==> src/rtl/vga_sync_rx.sv <==
// VGA timing receiver: measures hsync/vsync against the nominal raster, locks after
// a run of clean frames and then emits active pixels with their coordinates.
module vga_sync_rx #(
    parameter int H_SYNC        = 96,
    parameter int H_BACK_PORCH  = 48,
    parameter int H_VALID_STATE = 640,
    parameter int H_TOTAL       = 800,
    parameter int V_SYNC        = 2,
    parameter int V_BACK_PORCH  = 33,
    parameter int V_VALID_STATE = 480,
    parameter int V_TOTAL       = 525,
    parameter int LOCK_FRAMES   = 2
) (
    input  logic        vga_clk,
    input  logic        sys_rst_n,
    input  logic        hsync,
    input  logic        vsync,
    input  logic [23:0] rgb,
    output logic [9:0]  pos_x,
    output logic [9:0]  pos_y,
    output logic        pix_valid,
    output logic [23:0] pix_data,
    output logic        sof,
    output logic        locked,
    output logic        timing_err
);

    localparam int H_START = H_SYNC + H_BACK_PORCH;
    localparam int H_END   = H_START + H_VALID_STATE;
    localparam int V_START = V_SYNC + V_BACK_PORCH;
    localparam int V_END   = V_START + V_VALID_STATE;
    localparam int GW      = (LOCK_FRAMES < 1) ? 1 : $clog2(LOCK_FRAMES + 1);

    localparam logic [10:0] H_TOTAL_W = 11'(H_TOTAL);
    localparam logic [10:0] H_SYNC_W  = 11'(H_SYNC);
    localparam logic [10:0] V_TOTAL_W = 11'(V_TOTAL);
    localparam logic [10:0] V_SYNC_W  = 11'(V_SYNC);
    localparam logic [10:0] H_START_W = 11'(H_START);
    localparam logic [10:0] H_END_W   = 11'(H_END);
    localparam logic [10:0] V_START_W = 11'(V_START);
    localparam logic [10:0] V_END_W   = 11'(V_END);
    localparam logic [GW-1:0] LOCK_W  = GW'(LOCK_FRAMES);

    typedef enum logic [1:0] {
        SEARCH = 2'd0,
        TRAIN  = 2'd1,
        LOCKED = 2'd2
    } state_t;

    state_t         state;
    logic [GW-1:0]  good;
    logic           dirty;
    logic           hs1;
    logic           vs1;
    logic [23:0]    rgb1;
    logic [9:0]     h_cnt;
    logic [9:0]     v_cnt;

    logic           h_rise;
    logic           h_fall;
    logic           v_rise;
    logic           v_fall;
    logic [10:0]    h_cnt_p1;
    logic [10:0]    v_cnt_p1;
    logic           viol;
    logic           act;
    logic           at_origin;

    // Edges compare the raw pin with the stage-1 copy, so they line up with the
    // cycle in which rgb1 is about to take the first sample of the new line.
    assign h_rise = hsync & ~hs1;
    assign h_fall = ~hsync & hs1;
    assign v_rise = vsync & ~vs1;
    assign v_fall = ~vsync & vs1;

    assign h_cnt_p1 = {1'b0, h_cnt} + 11'd1;
    assign v_cnt_p1 = {1'b0, v_cnt} + 11'd1;

    always_comb begin
        viol = 1'b0;
        if (h_rise && (h_cnt_p1 != H_TOTAL_W)) viol = 1'b1;
        if (h_fall && (h_cnt_p1 != H_SYNC_W))  viol = 1'b1;
        if (v_rise && ((v_cnt_p1 != V_TOTAL_W) || !h_rise)) viol = 1'b1;
        if (v_fall && (v_cnt_p1 != V_SYNC_W))  viol = 1'b1;
    end

    always_ff @(posedge vga_clk or negedge sys_rst_n) begin
        if (!sys_rst_n) begin
            hs1  <= 1'b0;
            vs1  <= 1'b0;
            rgb1 <= 24'd0;
        end else begin
            hs1  <= hsync;
            vs1  <= vsync;
            rgb1 <= rgb;
        end
    end

    // Counters saturate so a missing sync is reported by the next check instead
    // of silently wrapping back into range.
    always_ff @(posedge vga_clk or negedge sys_rst_n) begin
        if (!sys_rst_n) begin
            h_cnt <= 10'd0;
            v_cnt <= 10'd0;
        end else begin
            if (h_rise) begin
                h_cnt <= 10'd0;
            end else if (h_cnt != 10'h3ff) begin
                h_cnt <= h_cnt + 10'd1;
            end

            if (v_rise) begin
                v_cnt <= 10'd0;
            end else if (h_rise && (v_cnt != 10'h3ff)) begin
                v_cnt <= v_cnt + 10'd1;
            end
        end
    end

    // dirty remembers a violation earlier in the current frame so the closing
    // v_rise does not count that frame towards lock.
    always_ff @(posedge vga_clk or negedge sys_rst_n) begin
        if (!sys_rst_n) begin
            state      <= SEARCH;
            good       <= '0;
            dirty      <= 1'b0;
            locked     <= 1'b0;
            timing_err <= 1'b0;
        end else begin
            timing_err <= 1'b0;
            case (state)
                SEARCH: begin
                    if (v_rise) begin
                        state <= TRAIN;
                        good  <= '0;
                        dirty <= 1'b0;
                    end
                end
                TRAIN: begin
                    if (viol) begin
                        good       <= '0;
                        dirty      <= ~v_rise;
                        timing_err <= 1'b1;
                    end else if (v_rise) begin
                        if (dirty) begin
                            good  <= '0;
                            dirty <= 1'b0;
                        end else if ((good + 1'b1) >= LOCK_W) begin
                            good   <= good + 1'b1;
                            state  <= LOCKED;
                            locked <= 1'b1;
                        end else begin
                            good <= good + 1'b1;
                        end
                    end
                end
                LOCKED: begin
                    if (viol) begin
                        state      <= SEARCH;
                        good       <= '0;
                        locked     <= 1'b0;
                        timing_err <= 1'b1;
                    end
                end
                default: begin
                    state  <= SEARCH;
                    good   <= '0;
                    dirty  <= 1'b0;
                    locked <= 1'b0;
                end
            endcase
        end
    end

    assign act = (state == LOCKED) &&
                 ({1'b0, h_cnt} >= H_START_W) && ({1'b0, h_cnt} < H_END_W) &&
                 ({1'b0, v_cnt} >= V_START_W) && ({1'b0, v_cnt} < V_END_W);
    assign at_origin = ({1'b0, h_cnt} == H_START_W) && ({1'b0, v_cnt} == V_START_W);

    always_ff @(posedge vga_clk or negedge sys_rst_n) begin
        if (!sys_rst_n) begin
            pix_valid <= 1'b0;
            sof       <= 1'b0;
            pix_data  <= 24'd0;
            pos_x     <= 10'h3ff;
            pos_y     <= 10'h3ff;
        end else begin
            pix_valid <= act;
            sof       <= act & at_origin;
            pix_data  <= act ? rgb1 : 24'd0;
            pos_x     <= act ? (h_cnt - H_START_W[9:0]) : 10'h3ff;
            pos_y     <= act ? (v_cnt - V_START_W[9:0]) : 10'h3ff;
        end
    end

endmodule

==> config.mk <==
export PLATFORM = sky130hd
export DESIGN_NAME = vga_sync_rx
export DESIGN_NICKNAME = d
export VERILOG_FILES = /design/src/rtl/vga_sync_rx.sv
export SDC_FILE = /design/constraint.sdc
export NUM_CORES = 1
export LEC_CHECK = 0
export ABC_AREA = 1
export BUFFER_PORTS_ARGS = -buffer_cell sky130_fd_sc_hd__buf_2
export CAP_MARGIN = 20
export CORE_MARGIN = 8
export CORE_UTILIZATION = 45
export DETAILED_ROUTE_END_ITERATION = 8
export MAX_ROUTING_LAYER = met4
export PLACE_DENSITY = 0.72
export SYNTH_ARGS = -nofsm -noshare
export SYNTH_HDL_FRONTEND = slang
export SYNTH_SLANG_ARGS = --single-unit
==> constraint.sdc <==
create_clock -name vga_clk -period 2 [get_ports vga_clk]
set_input_delay 0.2 -clock vga_clk [delete_from_list [all_inputs] [get_ports vga_clk]]
set_output_delay 0.2 -clock vga_clk [all_outputs]
set_load 0.005 [all_outputs]
==> metrics.md, run 1 <==
| Metric | Value |
|---|---|
| R2r startpoint | `h_cnt[1]` |
| Synthesized area | `0.00428 mm2` |
| Most used cell, CP | `nand2_1` |
| WP data required | `~2.3 ns` |
| Starting Density | `between 40 and 50%` |
| Slowest stage delay, CP | `roughly 0.43 ns` |
| Pwr Density | `roughly 760 mW/mm2` |
| CP bufs+invs | `1` |
| Ranking of synthesized cells by area | `dfrtp_1 46%, dfstp_2 12%, nand2_1 9.9%, inv_1 6.3%, nor2_1 5.0%` |
| Core area | `~0.0092 mm2` |
| Endpoint class of the critical path | `register` |
| Worst relative slew slack | `67.6%` |
| Residual DRC | `0` |
| Pins Over Slew Limit | `0` |
| Clock sinks | `99` |
| Clk_lat worst skew | `approximately 0.36 ns` |
| Maximum clock path buffer count | `2` |
| Row count | `35` |
| Maximum vdd drop | `around 440 uV` |
| Flop2flop setup slack | `between 0.03 and 0.04 ns` |
| Antenna violations before repair | `0` |
| Dpl hpwl | `between 6000 and 7000 um` |
| Final setup viols | `0` |
| H-tree depth | `3` |
| Area Overhead vs Synth | `28.1%` |
| Sequential fraction of the synthesis area | `58.5%` |
| Nets | `636` |
| Static leakage power | `between 0.002 and 0.003 uW` |
| Yosys cell types | `26` |
| Detailed Routing Iterations Pass 1 | `4` |
| Ports | `76` |
| MaxCap Viol Count | `0` |
| Critical Path Start Type | `register` |
| Grt total ovfl | `0` |
| Period Utilization, post-route | `a little over nine tenths` |
| Post-synth top area share | `46.2%` |
| FF-to-FF End | `state[1]` |
| CTS tree | `done` |
| R2r worst-path depth | `15` |
| Biggest area consumer among synthesized cells | `dfrtp_1` |
| Ratio of cells with drive above 1 in the final layout | `around 30%` |
| Setup CP Type | `reg -> reg` |
| GP Congestion | `0.923` |
| Total power draw | `4150 uW` |
| Post-layout min period | `around 2 ns` |
| Vias | `about 3500` |
| Fmax | `just over 0.5 GHz` |
| Cell Chain, Critical Path | `ha_2 > nand2_4 > inv_2 > nand3_1 > nand2_1 > nor2_1 > nand3_1 > nand2_1 > nand2_2 > nor2_4 > nand3_4 > nand2_2 > nand2_4 > nand3_2 > nand2_1` |
| Critical Path Source | `h_cnt[1]` |
| IO buf count | `75` |
| First-pass GRT wire length | `~16000 um` |
| Number of global-route vias before repair | `between 3000 and 4000` |
| Cell family with most CP delay | `simple AND/OR/NAND/NOR gates` |
| CTS Root Cell | `clkbuf_8` |
| Largest net degree at the start of global routing | `around 40` |
| Total die area | `around 0.013 mm2` |
| DR iter-0 viols | `230` |
| Die X-Extent | `114 um` |
| Hold Path Class | `in -> async` |
| Die Y | `around 110 um` |
| Total Wirelength | `roughly 9800 um` |
| Avg Inst Size Synth | `between 9 and 10 um2` |
| Total global-route track usage | `about 16%` |
| Status | `completed` |
| Clk pin slew, worst setup/hold paths | `~0.10 ns` |
| Post-route ant nets | `0` |
| Skew final | `between 0.015 and 0.02 ns` |
| CP max FO | `6` |
| Worst slew pin tran | `0.486 ns` |
| Syn Inst Count | `between 400 and 500` |
| Highest-delay cell along the critical path | `dfrtp_1` |
| FF+latch count, synth | `99` |
| Routed wire per std cell | `around 13 um` |
| Yosys warning count | `0` |
| Antenna diodes | `0` |
| Routed vias/inst | `between 4 and 5` |
| Setup TNS | `0 ns` |
| CTS buffer count | `9` |
| Net Count, Synth | `a little over 500` |
| RSZ-0062 raised after global routing | `yes` |
| WP data arrival | `between 2 and 2.5 ns` |
| Hold Fails Final Rpt | `0` |
registers in the layout, summed over array words and instances, names as in the netlist:
| name | cells |
|---|---|
| h_cnt | 10 |
| v_cnt | 10 |
| hs1 | 1 |
| pix_data | 24 |
| rgb1 | 24 |
| locked | 1 |
| good | 2 |
| timing_err | 1 |
| state | 2 |
| vs1 | 1 |
| pos_x | 10 |
| pos_y | 10 |
| pix_valid | 1 |
| dirty | 1 |
| sof | 1 |
kinds of logic (layout without fill, tap and decap cells):
family,count (synthesis),in the layout,share of synthesized area (%)
fa+ha+maj,11,11,3.22
buf+inv,79,208,7.22
compound gates,34,34,4.33
xor+xnor,9,9,1.84
flops,99,99,58.5
simple gates,241,241,24.9
final cells by class:
class / count / area, um2
Fill cell: 789 / 3760
Sequential cell: 99 / 2510
Multi-Input combinational cell: 295 / 1580
Timing Repair Buffer: 119 / 795
Inverter: 73 / 274
Tap cell: 129 / 161
Clock buffer: 11 / 131
Clock inverter: 5 / 38.8
stage by stage:
step	util [%]	hold slack, ns	area (um2)	worst slack, ns	std cells
after global placement	52.7	0.192	4870	0.109	682
after global routing	59.3	0.377	5480	-0.134	731
after CTS	57.5	0.347	5310	0.0143	725
after floorplan	-	-0.0956	4280	0.117	473
final	59.3	0.337	5480	0.0345	731
after detailed placement	52.7	0.198	4870	-0.0115	682
layout by cell type, fill, tap and decap left out, types with 4 or more instances in the layout:
master | synthesis | final
buf_2 | 4 | 74
buf_4 | 2 | 13
buf_6 | 0 | 5
clkbuf_8 | 0 | 9
dfrtp_1 | 79 | 76
dfstp_2 | 20 | 20
dlygate4sd3_1 | 0 | 27
ha_1 | 11 | 8
inv_1 | 72 | 69
inv_2 | 1 | 4
nand2_1 | 113 | 105
nand2_2 | 11 | 16
nand3_1 | 34 | 31
nand3_2 | 2 | 5
nand4_1 | 9 | 9
nor2_1 | 57 | 54
nor2_2 | 6 | 6
nor2_4 | 2 | 5
o21ai_0 | 20 | 18
o22ai_1 | 6 | 6
xor2_1 | 8 | 8
report_power, final:
group	switching (uW)	internal, uW
Combinational	484	301
Sequential	96.9	2110
Clock	691	462
per-layer routing:
layer / wire, um / part of all wire (%) / GRT usage, % / vias to the layer above
met2: 4820 / 49 / 25.5 / 116
met5: 0 / 0 / - / -
met3: 653 / 6.6 / 3.43 / 7
met4: 78 / 0.79 / 5.15 / 0
met1: 4280 / 44 / 18.5 / 1654
li1: - / - / - / 1717
cells in the mapped netlist:
library cell / count
o21ai_0: 20
dfstp_2: 20
a21oi_1: 4
xor2_1: 8
nor2_1: 57
ha_1: 11
nand2_2: 11
nor2_2: 6
dfrtp_1: 79
inv_2: 1
inv_1: 72
nor4_1: 1
or2_2: 3
nand3_1: 34
xnor2_1: 1
o21ai_2: 1
nor2_4: 2
nor3_1: 2
nand4_1: 9
buf_4: 2
nand2_1: 113
a31oi_1: 3
nand3_4: 1
buf_2: 4
o22ai_1: 6
nand3_2: 2
worst register-to-register path, cell delays in order, from the launching register on:
cell and delay (ns):
dfrtp_1 0.43, ha_2 0.22, nand2_4 0.11, inv_2 0.06
nand3_1 0.07, nand2_1 0.07, nor2_1 0.09, nand3_1 0.08
nand2_1 0.09, nand2_2 0.07, nor2_4 0.16, nand3_4 0.13
nand2_2 0.11, nand2_4 0.06, nand3_2 0.06, nand2_1 0.06
what timing repair did:
item,4_1_cts,5_1_grt
hold buffers,27,0
gates resized for setup,2,39
setup buffers,0,6
pin swaps,0,18
endpoints found under the hold margin,52,0
endpoints found under the setup margin,2,44
how the worst max path moves through the flow:
| stage | endpoint | slack (ns) | cells after the start |
|---|---|---|---|
| 3_5_place_dp | state[1] | -0.01 | 14 |
| 2_1_floorplan | state[1] | 0.12 | 14 |
| 5_1_grt | locked | -0.13 | 15 |
| 3_3_place_gp | locked | 0.11 | 14 |
| 6_report | state[1] | 0.03 | 15 |
| 4_1_cts | state[1] | 0.01 | 14 |
No activity file was read; power rests on OpenSTA's default activity.
==> run 2, diff against run 1 <==
--- a/config.mk
+++ b/config.mk
@@ -13,6 +13,7 @@
 export DETAILED_ROUTE_END_ITERATION = 8
 export MAX_ROUTING_LAYER = met4
 export PLACE_DENSITY = 0.72
+export REMOVE_ABC_BUFFERS = 1
 export SYNTH_ARGS = -nofsm -noshare
 export SYNTH_HDL_FRONTEND = slang
 export SYNTH_SLANG_ARGS = --single-unit
==> metrics.md, run 2 (synthesis results as in run 1) <==
| Metric | Value |
|---|---|
| Dpl hpwl | `6630 um (-2.5%)` |
| Endpoint class of the critical path | `register` |
| Most used cell, CP | `nand2_1` |
| Crit path capture | `state[1]` |
| Clk pin slew, worst setup/hold paths | `0.10 ns (about the same)` |
| Pwr Density | `767 mW/mm2 (+1.3%)` |
| FF-to-FF End | `state[1]` |
| Routed vias/inst | `4.62 (-3.3%)` |
| Comb pwr share | `18.3% (-0.6 points)` |
| Antenna diodes | `0 (unchanged)` |
| Slowest stage delay, CP | `0.42 ns (about the same)` |
| Cell family with most CP delay | `simple AND/OR/NAND/NOR gates` |
| Worst slew pin tran | `0.358 ns (-0.128 ns)` |
| Nets | `638 (+0.31%)` |
| Post-Layout Cell Count | `733 (+0.27%)` |
| Critical Path Source | `v_cnt[0]` |
| Most frequent cells in the layout | `106 x nand2_1, 75 x dfrtp_1, 74 x buf_2, 71 x inv_1, 55 x nor2_1` |
| Status | `completed` |
| Flop2flop setup slack | `0.07 ns (+0.03 ns)` |
| Setup CP Type | `reg -> reg` |
| Row count | `35 (unchanged)` |
| Commonest non-fill, non-tap cell in the layout | `nand2_1` |
| WP data arrival | `2.20 ns (-0.02 ns)` |
| RSZ-0062 raised after global routing | `yes` |
| Die X-Extent | `114 um (unchanged)` |
| Sequential share of power | `52.2% (-1.1 points)` |
| R2r startpoint | `v_cnt[0]` |
| Period Utilization, post-route | `96.5% (-1.7 points)` |
| Final setup viols | `0 (unchanged)` |
| MaxCap Viol Count | `0 (unchanged)` |
| Static leakage power | `0.00284 uW (+1.0%)` |
| Number of global-route vias before repair | `3296 (-2.5%)` |
| Largest regs | `pix_data: 24 flops, rgb1: 24 flops` |
| DR iter-0 viols | `187 (-19%)` |
| Final Instance Area | `0.00550 mm2 (+0.37%)` |
| Sw frac | `30.3% (-0.43 points)` |
| Hold Fails Final Rpt | `0 (unchanged)` |
| CTS tree | `done` |
| Clk_lat worst skew | `0.37 ns (about the same)` |
| P_sw | `1280 uW (+0.28%)` |
| Maximum vdd drop | `460 uV (+4.8%)` |
| Placed cell area | `0.00487 mm2 (+0.10%)` |
| Residual DRC | `0 (unchanged)` |
| Routed wire per std cell | `12.8 um (-4.5%)` |
| Fmax | `0.518 GHz (+1.8%)` |
| CP bufs+invs | `3 (+2)` |
| WP data required | `2.27 ns (about the same)` |
| Ports | `76 (unchanged)` |
| Skew final | `0.0138 ns (-0.00127 ns)` |
| H-tree depth | `3 (unchanged)` |
| Worst relative slew slack | `76.1% (+8.5 points)` |
| WHS | `0.281 ns (-0.0560 ns)` |
| Pins Over Slew Limit | `0 (unchanged)` |
| Detailed Routing Iterations Pass 1 | `4 (unchanged)` |
| R2r worst-path depth | `15 (unchanged)` |
| Die Y | `114 um (unchanged)` |
| Highest-delay cell along the critical path | `dfrtp_1` |
| Most Used Layer, Global Route | `met2` |
| Worst path depth | `15 (unchanged)` |
| IO buf count | `75 (unchanged)` |
| Ratio of cells with drive above 1 in the final layout | `29.1% (-0.43 points)` |
| Total Wirelength | `9410 um (-4.3%)` |
| Post-layout min period | `1.93 ns (-0.0345 ns)` |
| CP max FO | `6 (unchanged)` |
| Grt met3 use | `3.70% (+0.26 points)` |
| Core area | `0.00924 mm2 (unchanged)` |
| Int Power | `2940 uW (+2.3%)` |
| Global routing usage on met2 | `25.4% (-0.16 points)` |
| Total die area | `0.0129 mm2 (unchanged)` |
| Placed cells | `681 (-0.15%)` |
| Met1 GRT Util | `18.8% (+0.27 points)` |
| Hold Path Class | `in -> async` |
| Area Overhead vs Synth | `28.6%` |
| Grt total ovfl | `0 (unchanged)` |
| Clock sinks | `99 (unchanged)` |
| Post-route ant nets | `0 (unchanged)` |
| Starting Density | `46.3% (unchanged)` |
| Maximum clock path buffer count | `2 (unchanged)` |
| Clock power share | `29.5% (+1.7 points)` |
| Vias | `3389 (-3.0%)` |
| GP Congestion | `0.881 (-4.6%)` |
| CTS Root Cell | `clkbuf_8` |
| CTS buffer count | `9 (unchanged)` |
| Critical Path Start Type | `register` |
| Total global-route track usage | `15.6% (+0.13 points)` |
| Largest net degree at the start of global routing | `50 (+22%)` |
| First-pass GRT wire length | `15700 um (-0.61%)` |
| Antenna violations before repair | `0 (unchanged)` |
| Cell Chain, Critical Path | `buf_6 > buf_12 > inv_1 > ha_1 > nand2_1 > nor2_1 > nand2_1 > nor2_2 > nand3_2 > nand2_4 > nand3_4 > nand2_2 > nand3_2 > nand2_1 > nand2_1` |
-- run 2: layer usage --
| metal | wire length [um] | share of wire (%) |
|---|---|---|
| met1 | 4190 | 45 |
| met2 | 4570 | 49 |
| met3 | 532 | 5.7 |
| met4 | 118 | 1.3 |
| met5 | 0 | 0 |
-- run 2: area by class of cell --
| type | instances | area [um2] |
|---|---|---|
| fill | 794 | 3740 |
| sequential | 99 | 2510 |
| multi-input combinational | 295 | 1540 |
| timing repair buffer | 121 | 827 |
| inverter | 73 | 274 |
| tap | 129 | 161 |
| clock buffer | 10 | 138 |
| clock inverter | 6 | 56.3 |
-- run 2: worst min-delay path by stage --
| stage | from | end | slack [ns] | depth (start not counted) |
|---|---|---|---|---|
| floorplan | sys_rst_n | dirty | -0.1 | 0 |
| global placement | sys_rst_n | pix_data[15] | 0.13 | 1 |
| detailed placement | sys_rst_n | pix_data[17] | 0.13 | 1 |
| CTS | sys_rst_n | rgb1[3] | 0.27 | 2 |
| global route | sys_rst_n | rgb1[17] | 0.29 | 2 |
| finish | sys_rst_n | rgb1[10] | 0.28 | 2 |
-- run 2: repair_timing --
| action | 4_1_cts | 5_1_grt |
|---|---|---|
| hold endpoints to repair | 51 | 0 |
| hold buffers | 27 | 0 |
| gates resized for setup | 0 | 28 |
| buffers inserted | 0 | 9 |
| setup endpoints to repair | 0 | 50 |
-- run 2: power groups by stage --
stage          logic (uW)  clock network, uW  registers, uW
2_1_floorplan         456                  0           2220
3_3_place_gp          657                  0           2220
3_5_place_dp          681                  0           2230
4_1_cts               727               1290           2190
5_1_grt               897               1350           2220
6_report              770               1250           2200
-- run 2: stage by stage --
| stage | setup WS, ns | setup TNS [ns] | total power [uW] | utilization (%) |
|---|---|---|---|---|
| after floorplan | -0.0616 | -0.549 | 2680 | - |
| after detailed placement | 0.0446 | 0 | 2910 | 52.7 |
| after global placement | 0.104 | 0 | 2880 | 52.7 |
| after CTS | 0.0319 | 0 | 4210 | 57.7 |
| final | 0.0690 | 0 | 4220 | 59.6 |
| after global routing | -0.134 | -0.805 | 4470 | 59.6 |
